### src/rtl/vga_num_writer.sv
// Sequential binary-to-BCD digit writer feeding the VGA tile RAM write port.
// Optional VGA_NUM_LEAD_BLANK_EN: leading zero digits are written as BLANK_TILE.
module vga_num_writer #(
  parameter int NUM_W      = 16,
  parameter int DIGITS     = 4,
  parameter int ADDR_W     = 16,
  parameter int DATA_W     = 16,
  parameter int BASE_ADDR  = 17,
  parameter int TILE_BASE  = 'h0100,
  parameter int BLANK_TILE = 'h0000
) (
  input  logic              clk,
  input  logic              rst,
  input  logic              enable,
  input  logic              start,
  input  logic [NUM_W-1:0]  nums,
  output logic              busy,
  output logic              done,
  output logic              overflow,
  output logic              we,
  output logic [ADDR_W-1:0] addr,
  output logic [DATA_W-1:0] dina
);
  localparam int BW = 4 * DIGITS;
  localparam int CW = $clog2(NUM_W + 1);
`ifdef VGA_NUM_LEAD_BLANK_EN
  localparam bit LEAD_BLANK = 1'b1;
`else
  localparam bit LEAD_BLANK = 1'b0;
`endif

  typedef enum logic [1:0] {IDLE, CONV, WRITE, FIN} state_t;

  state_t            state, state_nx;
  logic [BW-1:0]     bcd, bcd_nx, adj;
  logic [NUM_W-1:0]  shreg, shreg_nx;
  logic [CW-1:0]     bit_cnt, bit_nx;
  logic [3:0]        k, k_nx;
  logic              lead, lead_nx;
  logic              busy_nx, done_nx, ovf_nx, we_nx, ovf_bit;
  logic [ADDR_W-1:0] addr_nx;
  logic [DATA_W-1:0] dina_nx;
  logic [3:0]        cur;
  int                sh;

  // add-3 correction per nibble, and the digit selected by the write counter
  always_comb begin
    adj = bcd;
    for (int i = 0; i < DIGITS; i++)
      adj[4*i +: 4] = (bcd[4*i +: 4] >= 4'd5) ? bcd[4*i +: 4] + 4'd3 : bcd[4*i +: 4];
    sh  = (int'(k) < DIGITS) ? 4 * (DIGITS - 1 - int'(k)) : 0;
    cur = 4'(bcd >> sh);
  end

  always_comb begin
    state_nx = state;
    bcd_nx   = bcd;
    shreg_nx = shreg;
    bit_nx   = bit_cnt;
    k_nx     = k;
    lead_nx  = lead;
    busy_nx  = busy;
    done_nx  = 1'b0;
    ovf_nx   = overflow;
    we_nx    = 1'b0;
    addr_nx  = addr;
    dina_nx  = dina;
    ovf_bit  = 1'b0;
    if (enable) begin
      case (state)
        IDLE: if (start) begin
          shreg_nx = nums;
          bcd_nx   = '0;
          ovf_nx   = 1'b0;
          bit_nx   = '0;
          busy_nx  = 1'b1;
          state_nx = CONV;
        end
        CONV: begin
          {ovf_bit, bcd_nx, shreg_nx} = {adj, shreg, 1'b0};
          ovf_nx = overflow | ovf_bit;
          bit_nx = bit_cnt + CW'(1);
          if (bit_cnt == CW'(NUM_W - 1)) begin
            k_nx     = '0;
            lead_nx  = 1'b1;
            state_nx = WRITE;
          end
        end
        WRITE: begin
          if (k == 4'(DIGITS)) begin
            done_nx  = 1'b1;
            busy_nx  = 1'b0;
            state_nx = FIN;
          end else begin
            we_nx   = 1'b1;
            addr_nx = ADDR_W'(BASE_ADDR) + ADDR_W'(k);
            if (overflow)
              dina_nx = DATA_W'(TILE_BASE) + DATA_W'(9);
            else if (LEAD_BLANK && lead && cur == 4'd0 && k != 4'(DIGITS - 1))
              dina_nx = DATA_W'(BLANK_TILE);
            else
              dina_nx = DATA_W'(TILE_BASE) + DATA_W'(cur);
            lead_nx = lead & (cur == 4'd0);
            k_nx    = k + 4'd1;
          end
        end
        // done is visible this cycle; a start here is dropped
        FIN: state_nx = IDLE;
        default: state_nx = IDLE;
      endcase
    end
  end

  always_ff @(posedge clk) begin
    if (rst) begin
      state    <= IDLE;
      bcd      <= '0;
      shreg    <= '0;
      bit_cnt  <= '0;
      k        <= '0;
      lead     <= 1'b0;
      busy     <= 1'b0;
      done     <= 1'b0;
      overflow <= 1'b0;
      we       <= 1'b0;
      addr     <= ADDR_W'(BASE_ADDR);
      dina     <= DATA_W'(TILE_BASE);
    end else begin
      state    <= state_nx;
      bcd      <= bcd_nx;
      shreg    <= shreg_nx;
      bit_cnt  <= bit_nx;
      k        <= k_nx;
      lead     <= lead_nx;
      busy     <= busy_nx;
      done     <= done_nx;
      overflow <= ovf_nx;
      we       <= we_nx;
      addr     <= addr_nx;
      dina     <= dina_nx;
    end
  end
endmodule
### config.mk
export PLATFORM = sky130hd
export DESIGN_NAME = vga_num_writer
export DESIGN_NICKNAME = d
export VERILOG_FILES = /design/src/rtl/vga_num_writer.sv
export SDC_FILE = /design/constraint.sdc
export NUM_CORES = 1
export LEC_CHECK = 0
export CAP_MARGIN = 15
export CELL_PAD_IN_SITES_DETAIL_PLACEMENT = 1
export CELL_PAD_IN_SITES_GLOBAL_PLACEMENT = 1
export CORE_MARGIN = 1
export CORE_UTILIZATION = 40
export DETAILED_ROUTE_END_ITERATION = 10
export HOLD_SLACK_MARGIN = 0.15
export PLACE_DENSITY_LB_ADDON = 0.1
export REMOVE_ABC_BUFFERS = 1
export SETUP_SLACK_MARGIN = 0.2
export SLEW_MARGIN = 10
export SYNTH_ARGS = -nofsm -noshare
export SYNTH_HDL_FRONTEND = slang
export SYNTH_SLANG_ARGS = --single-unit
### constraint.sdc
create_clock -name clk -period 2.04 [get_ports clk]
set_input_delay 0.204 -clock clk [delete_from_list [all_inputs] [get_ports clk]]
set_output_delay 0.204 -clock clk [all_outputs]
set_load 0.01 [all_outputs]
==> summary.txt, run 1 <==
Status
  – Outcome: complete, no violations

Logic synthesis
  – Top cells by area, synth: dfxtp_1 (36%), ha_1 (7.9%), mux2i_1 (6.6%)
  – Yosys warning count: 0
  – Top cell type by total area after synthesis: dfxtp_1
  – Cell Area, Synth: 3170 µm²
  – XOR/XNOR share of the synthesized area: 0.0194
  – Post-synthesis adder-cell area fraction: 0.0790
  – Synth top area share: 0.360
  – Post-synthesis mux area share: 0.0735
  – Top_reg_cell synth: dfxtp_1
  – Post-synth cell types: 48
  – Combinational family with the most area after synthesis: compound AO/OA/AOI/OAI gates
  – Post-synth ARST share: 0
  – Sequential area share after synthesis: 0.360
  – Simple-gate share of the synthesized area: 0.153
  – FF+latch count, synth: 57
  – Post-synth EDFFs: 0
  – Mapped Cells: 355
  – Compound-Gate Fraction of Synth Area: 0.203
  – Avg Cell Area, Syn: 8.92 µm²

Detailed routing
  – Wire length per cell: 14.0 µm
  – Vias/cell: 5.13
  – Antenna Violating Nets Remaining: 0
  – Vias: 2564
  – DRT iter0 DRCs: 51
  – Total wire length: 7020 µm
  – DRC viols: 0
  – DRT Pass-1 Iters: 4

Pwr
  – VDD IR max: 431 µV
  – Internal power: 1820 µW
  – Clk network pwr share: 0.379
  – Switching share of power: 0.270
  – Combinational Power Share: 0.147
  – Lkg Pwr: 0.00140 µW
  – Part of the power in registers: 0.474
  – Net Switching: 673 µW
  – PD cells: 670 nW/µm²
  – Tot Pwr: 2500 µW

Floorplanning
  – Die area: 8280 µm²
  – Chip height: 91.0 µm
  – Core ar.: 7690 µm²
  – Die W: 91.0 µm
  – # rows: 32
  – Starting Density: 0.412
  – I/O Pins: 56

Min path
  – Hold path depth: 2
  – Hold EP: bcd[0]
  – Worst hold path type: input pin to flop
  – Hold_sp: rst

Clock network
  – Clock Sink Count: 57
  – H-tree lvl count: 3
  – Hold-fix buffers, CTS: 0
  – Clk_lat worst skew: 0.34 ns
  – Total CTS buffers: 9
  – Max Buffers Root-to-Sink: 2
  – Clock Pin Slew Worst Setup and Hold Paths: 0.07 ns
  – Root Driver: clkbuf_8
  – CTS tree: yes

Place
  – Detail Placement HPWL: 5070 µm
  – Pre-CTS WS: 0.183 ns
  – IO Port Bufs: 33
  – GPL Wtd Cong: 0.755

Timing
  – Setup violations, final: 0
  – Slew Viols, Final: 0
  – RSZ-0062 raised after global routing: yes
  – Count of final hold-check violations: 0
  – Final worst slack: 0.289 ns
  – Worst hold slack: 0.285 ns
  – Fin crit share: 0.858
  – Clock Skew: 0.00726 ns
  – Minimum clock period: 1.75 ns
  – Fmax: 571 MHz

Global route
  – Largest net degree at the start of global routing: 21
  – Initial antenna violation count: 0
  – Vias in the first global route: 2538
  – Wire length of the first global-routing pass: 12100 µm
  – Gr usage total: 0.183
  – Total gr overflow: 0

Critical path
  – Reg2reg start: bit_cnt[0]
  – Buf/Inv on CP: 0
  – Slowest stage delay, CP: 0.37 ns
  – R2r setup slk: 0.29 ns
  – CP Max Fanout: 5
  – Critical path depth: 7
  – WP data arrival: 2.02 ns
  – CP Class: flop to flop
  – Delay-heaviest family, CP: simple AND/OR/NAND/NOR gates
  – Worst r2r dst: k[1]
  – R2r worst-path depth: 7
  – Crit-path slowest cell: mux2_2
  – CP Capture Type: flop
  – CP Cell Sequence: ha_2 > and3_1 > ha_1 > nand2b_1 > o211ai_1 > mux2_2 > nor2_1
  – CP required: 2.31 ns
  – Crit start category: flop

Layout
  – Area grow syn2layout: 17.6%
  – Most frequent cells in the layout: dfxtp_1 (56), clkdlybuf4s50_1 (32), nor2_1 (31)
  – Layout cells sized above 1: 0.116
  – # fillers: 948
  – Post-Route Utilization: 0.485
  – Multi-input logic area: 1780 µm²
  – Antenna cell count: 0
  – Storage element area: 1140 µm²
  – Nets@finish: 433
  – Most common cell after layout, fill and taps aside: dfxtp_1

Job
  – Max cap viols: 0
==> power groups by stage <==
stage | Clock [µW] | Combinational [µW] | Sequential (µW)
finish | 945 | 368 | 1180
global route | 1020 | 412 | 1190
detailed placement | 0 | 357 | 1210
floorplan | 0 | 216 | 1210
CTS | 981 | 361 | 1180
global placement | 0 | 351 | 1210
==> timing repair <==
item                                    4_1_cts  5_1_grt
endpoints found under the setup margin        3       37
endpoints found under the hold margin         0        0
pin swaps                                     0        3
gates resized for setup                       1       13
setup buffers                                 0        1
==> cell usage after synthesis, drive strengths merged (9+ instances only) <==
cell,number
dfxtp,57
buf,34
nor2,33
a211oi,22
mux2i,21
ha,20
nand2,20
a21oi,19
inv,18
o21ai,11
nand2b,10
a22o,9
==> flip-flops by register name (all words and copies together) (netlist names) <==
register	count
addr	6
done	1
busy	1
state	2
bit_cnt	5
k	4
dina	4
overflow	1
we	1
shreg	16
bcd	16
==> per-layer routing <==
metal | vias to the layer above | routed length, µm | track usage
met2 | 46 | 3350 | 0.306
met4 | 0 | 126 | 0.0714
met3 | 10 | 217 | 0.0385
met5 | - | 0 | 0
met1 | 1215 | 3330 | 0.230
li1 | 1293 | - | -
==> final cells by class <==
type	count	area share
Clock buffer	13	0.0426
Clock inverter	3	0.00403
Inverter	18	0.0181
Multi-Input combinational cell	260	0.477
Sequential cell	57	0.307
Tap cell	102	0.0343
Timing Repair Buffer	47	0.118
==> stage by stage <==
| step | std cells | setup TNS, ns | area (µm²) |
|---|---|---|---|
| global placement | 483 | 0 | 3510 |
| detailed placement | 483 | 0 | 3510 |
| floorplan | 335 | -16.82 | 2960 |
| global route | 500 | 0 | 3730 |
| CTS | 499 | 0 | 3690 |
| finish | 500 | 0 | 3730 |
==> logic make-up after synthesis <==
| logic type | after synthesis |
|---|---|
| AO/OA/AOI/OAI | 90 |
| XOR/XNOR | 7 |
| adder cells (fa/ha/maj) | 20 |
| buffers and inverters | 58 |
| flip-flops | 57 |
| multiplexers | 23 |
| other | 2 |
| AND/OR/NAND/NOR | 98 |
==> how the worst max path moves through the flow <==
stage / slack (ns) / from / end
floorplan: -0.65 / state[1] / bcd[13]
global placement: 0.27 / enable / bcd[5]
detailed placement: 0.18 / state[1] / shreg[7]
CTS: 0.20 / state[1] / bit_cnt[3]
global route: 0.18 / state[1] / shreg[14]
finish: 0.29 / bit_cnt[0] / k[1]
(Power assumes the default switching activity.)
==> run 2, diff against run 1 <==
==> constraint.sdc (replaced) <==
create_clock -name clk -period 1.62 [get_ports clk]
set_input_delay 0.162 -clock clk [delete_from_list [all_inputs] [get_ports clk]]
set_output_delay 0.162 -clock clk [all_outputs]
set_load 0.01 [all_outputs]
==> run 2 against run 1 <==
Effect of this change:
- the flow now finishes with violations (negative setup slack)
- via count rose by 12%
- sequential share of layout area fell by 5.2 points
- sequential power rose by 27%
- clock skew rose by 0.0030 ns
- register-to-register slack got worse by 0.36 ns
- hold slack got worse by 0.012 ns
- flip-flop and latch count did not move
- power rose by 41%
- global-route usage rose by 3.1 points
- combinational power rose by 110%
- first-iteration DRC count rose by 5.9%
- die area did not move
- critical endpoint is now k[3]
==> summary.txt, run 2 (synthesis gave the netlist of run 1 again) <==
Status
  – Outcome: complete, but fails checks
  – Failing checks: negative setup slack

Timing
  – Slew Viols, Final: 0
  – Final worst slack: -0.0717 ns
  – Count of final hold-check violations: 0
  – Minimum clock period: 1.69 ns
  – Fmax: 591 MHz
  – Clock Skew: 0.0103 ns
  – Fin crit share: 1.04
  – Setup violations, final: 7
  – RSZ-0062 raised after global routing: yes

Place
  – Detail Placement HPWL: 5580 µm
  – IO Port Bufs: 33
  – DP Area: 3740 µm²
  – GPL Wtd Cong: 0.782

Pwr
  – Switching share of power: 0.298
  – Combinational Power Share: 0.218
  – PD cells: 776 nW/µm²
  – Net Switching: 1050 µW
  – VDD IR max: 454 µV
  – Lkg Pwr: 0.00176 µW
  – Clk network pwr share: 0.355
  – Internal power: 2470 µW
  – Tot Pwr: 3510 µW
  – Part of the power in registers: 0.427

Min path
  – Hold path depth: 2
  – Worst hold path type: input pin to flop

Floorplanning
  – # rows: 32
  – Chip height: 91.0 µm
  – Starting Density: 0.412
  – I/O Pins: 56
  – Core ar.: 7690 µm²
  – Die W: 91.0 µm
  – Die area: 8280 µm²

Clock network
  – Clock Sink Count: 57
  – Max Buffers Root-to-Sink: 2
  – Root Driver: clkbuf_8
  – CTS tree: yes
  – Total CTS buffers: 9
  – Clk_lat worst skew: 0.34 ns
  – Clock Pin Slew Worst Setup and Hold Paths: 0.07 ns
  – Hold-fix buffers, CTS: 0
  – H-tree lvl count: 3

Global route
  – Largest net degree at the start of global routing: 19
  – Initial antenna violation count: 0
  – Total gr overflow: 0
  – Wire length of the first global-routing pass: 14000 µm
  – Gr usage total: 0.214
  – Vias in the first global route: 2939

Detailed routing
  – Vias/cell: 5.31
  – Antenna Violating Nets Remaining: 0
  – DRC viols: 0
  – Total wire length: 9730 µm
  – Wire length per cell: 18.0 µm
  – DRT iter0 DRCs: 54
  – Vias: 2873
  – DRT Pass-1 Iters: 4

Layout
  – Most common cell after layout, fill and taps aside: dfxtp_1
  – Antenna cell count: 0
  – Design Area, Final: 4530 µm²
  – Nets@finish: 474
  – Most frequent cells in the layout: dfxtp_1 (50), buf_4 (36), clkdlybuf4s50_1 (27)
  – Area grow syn2layout: 43.0%
  – Biggest regs: bcd x16, shreg x16, addr x6
  – Layout cells sized above 1: 0.355

Critical path
  – Crit start category: flop
  – CP Capture Type: flop
  – WP data arrival: 1.94 ns
  – CP Max Fanout: 4
  – R2r worst-path depth: 8
  – CP Class: flop to flop
  – CP required: 1.87 ns

Job
  – Max cap viols: 0
-- run 2: changes by cell type in the layout (fill, tap and decap cells not counted), sizes merged --
cell,delta
dlygate4sd2,+1
clkdlybuf4s50,-5
buf,+41
dlymetal6s2s,+4
-- run 2: timing repair --
item / 4_1_cts / 5_1_grt
pin swaps: 13 / 11
endpoints found under the hold margin: 0 / 0
gates resized for setup: 92 / 43
endpoints found under the setup margin: 57 / 57
buffers inserted: 8 / 3
gates cloned: 1 / 0
-- run 2: layout make-up --
class / instances / area, µm²
fillers: 891 / 3160
well taps: 102 / 128
clock inverters: 3 / 15.0
flip-flops and latches: 57 / 1150
multi-input cells: 260 / 2160
inverters: 18 / 70.1
repair buffers: 88 / 848
clock buffers: 13 / 159
-- run 2: critical path: stages (launching register included) --
cell and delay [ns]:
dfxtp_2 0.34, ha_4 0.16, and3_4 0.18, ha_4 0.15, nand2b_4 0.15, o211ai_1 0.14
buf_4 0.19, a21oi_1 0.06, o31ai_1 0.24
-- run 2: final timing paths --
path / startpoint / end / slack, ns
max: bit_cnt[1] / k[3] / -0.07
min: rst / bit_cnt[4] / 0.27
max reg2reg: bit_cnt[1] / k[3] / -0.07
min reg2reg: addr[5] / addr[5] / 0.46
-- run 2: power groups by stage --
| stage | Clock, µW | Sequential (µW) | Combinational [µW] |
|---|---|---|---|
| after global routing | 1340 | 1500 | 815 |
| final | 1250 | 1500 | 766 |
| after CTS | 1240 | 1500 | 678 |
| after detailed placement | 0 | 1520 | 524 |
| after floorplan | 0 | 1520 | 272 |
| after global placement | 0 | 1520 | 515 |
-- run 2: per-stage QoR --
step	hold slack, ns	instances	TNS (ns)	setup WS [ns]	utilization
final	0.274	541	-0.168	-0.0717	0.589
after detailed placement	0.452	513	-4.16	-0.209	0.486
after global placement	0.441	513	-2.58	-0.106	0.486
after CTS	0.238	538	0	0.0546	0.565
after floorplan	0.227	335	-35.59	-1.07	-
after global routing	0.276	541	-1.16	-0.173	0.589
-- run 2: metal layers --
metal  up-vias  wire [µm]  global-route usage
met5         -          0                   0
met2        66       5160               0.395
met4         0        274              0.0820
met1      1409       4030               0.245
li1       1374          -                   -
met3        24        261              0.0352
==> run 3, diff against run 2 <==
--- a/config.mk
+++ b/config.mk
@@ -11,7 +11,7 @@
 export CORE_MARGIN = 1
 export CORE_UTILIZATION = 40
 export DETAILED_ROUTE_END_ITERATION = 10
-export HOLD_SLACK_MARGIN = 0.15
+export HOLD_SLACK_MARGIN = 0.1
 export PLACE_DENSITY_LB_ADDON = 0.1
 export REMOVE_ABC_BUFFERS = 1
 export SETUP_SLACK_MARGIN = 0.2
==> results of run 3 <==
No change in the layout: final DEF, timing and power equal those of run 2.
==> patch (flow settings as in run 1) <==
Change the parameter `ADDR_W` from 16 to 15.
--- a/src/rtl/vga_num_writer.sv
+++ b/src/rtl/vga_num_writer.sv
@@ -5,3 +5,3 @@
   parameter int DIGITS     = 4,
-  parameter int ADDR_W     = 16,
+  parameter int ADDR_W     = 15,
   parameter int DATA_W     = 16,
Ports: changed (resized addr); port bits go from 56 to 55. The function was not compared with the original's and may differ.
==> patch against run 1 <==
Global-route usage is essentially flat; worst setup slack got worse by 0.0041 ns; sequential cell count unchanged; critical path type unchanged; final area is 0.27% lower; critical endpoint unchanged; area after synthesis down 0.24%; power is 2.7% lower; clock power fell by 8.5%; wire length grew 1.2%; highest routed layer unchanged.
==> patch: results (changes against run 1) <==
status finished clean; Fill cells 937 (-1.2%); total global-route track usage 18.3% (about the same); top cells by area, synth dfxtp_1, ha_1, mux2i_1; first-pass GRT wire length 12,100 um (-0.29%); post-synthesis sequential area ratio 36.1% (+0.086 points); Leak 1.38 nW (-1.1%); vias in the first global route 2,544 (+0.24%); initial DRC count 48 (-5.9%); Detailed Place HPWL 5200 um (+2.5%); WL final 7110 um (+1.2%); dpl cells 480 (-0.62%); area added between synthesis and finish 17.6% (about the same); largest net degree at the start of global routing 37 (+76%); clock buffer depth 2 (unchanged); Clock Skew 0.00561 ns (-0.00165 ns); post-synthesis mux area share 7.36% (+0.017 points); Mapped Cells 354 (-0.28%); Worst VDD drop 321 uV (-26%); gp weighted congestion 0.765 (+1.3%); Ys Warns 0 (unchanged); DR WL met2 3430 um (+2.2%); WP data arrival 2.03 ns; async set or reset register ratio after synthesis 0% (unchanged); Sw Share 26.7% (-0.26 points); Adder-Cell Fraction of Synth Area 7.92% (+0.019 points); Root Buffer clkbuf_8; layout cells sized above 1 10.7% (-0.84 points); post-synthesis compound-gate area fraction 20.3% (+0.048 points); met3 wire len 186 um (-14%); post-synthesis cell type count 48 (unchanged); met1 WL 3380 um (+1.6%); Initial DRT Pass Iterations 4 (unchanged); via count 2,582 (+0.70%); Area after DPL 3510 um^2 (-0.18%); Layout Cells excl Fill 494 (-1.2%); fin nets 430 (-0.69%); Place WS 0.160 ns (-0.0234 ns); Top FF cell, synth dfxtp_1; Post-CTS Setup Inserts 0 (unchanged); Synth top cells by count dfxtp_1, nor2_1, buf_4; Synth Area in XOR/XNOR 1.94% (+0.0046 points); initial antenna violation count 0 (unchanged)
## patch: changes by cell type after synthesis
| cell | run 1 | this run |
|---|---|---|
| buf_4 | 23 | 22 |
## patch: power by group through the flow
stage | Clock [mW] | Combinational, mW | Sequential [mW]
2_1_floorplan | 0 | 0.215 | 1.21
3_3_place_gp | 0 | 0.354 | 1.21
3_5_place_dp | 0 | 0.363 | 1.21
4_1_cts | 0.896 | 0.367 | 1.18
5_1_grt | 0.940 | 0.424 | 1.19
6_report | 0.865 | 0.380 | 1.18
## patch: through the flow
stage                     hold WS (ns)  setup TNS, ns
final                            0.293              0
after global routing             0.316              0
after CTS                        0.269              0
after detailed placement         0.456              0
after global placement           0.445              0
after floorplan                  0.269         -16.82
## patch: final cells by class
class | count | share of cell area (%)
multi-input combinational | 260 | 48.2
sequential | 57 | 30.9
timing repair buffer | 44 | 11.6
clock buffer | 12 | 3.91
tap | 102 | 3.43
inverter | 18 | 1.82
clock inverter | 1 | 0.135
## patch: routing by layer
metal | up-vias | track usage (%)
met2 | 47 | 31.2
li1 | 1286 | -
met1 | 1238 | 22.6
met3 | 11 | 2.86
met4 | 0 | 8.33
met5 | - | 0
## patch: path summary, 6_finish.rpt
check / endpoint / slack [ns]
hold reg to reg: addr[5] / 0.46
setup / recovery: k[1] / 0.28
hold / removal: bit_cnt[4] / 0.29
setup reg to reg: k[1] / 0.28
## patch: cells by family (layout without fill, tap and decap cells)
family | after synthesis | in the layout
mux | 23 | 23
compound gates | 90 | 90
flops | 57 | 57
xor+xnor | 7 | 7
buf+inv | 57 | 75
other cells | 2 | 21
simple gates | 98 | 99
fa+ha+maj | 20 | 20
## patch: what timing repair did
item	4_1_cts	5_1_grt
gates resized for setup	3	16
hold buffers	0	0
cloned	0	1
setup endpoints to repair	20	28
pin swaps	0	3
endpoints found under the hold margin	0	0
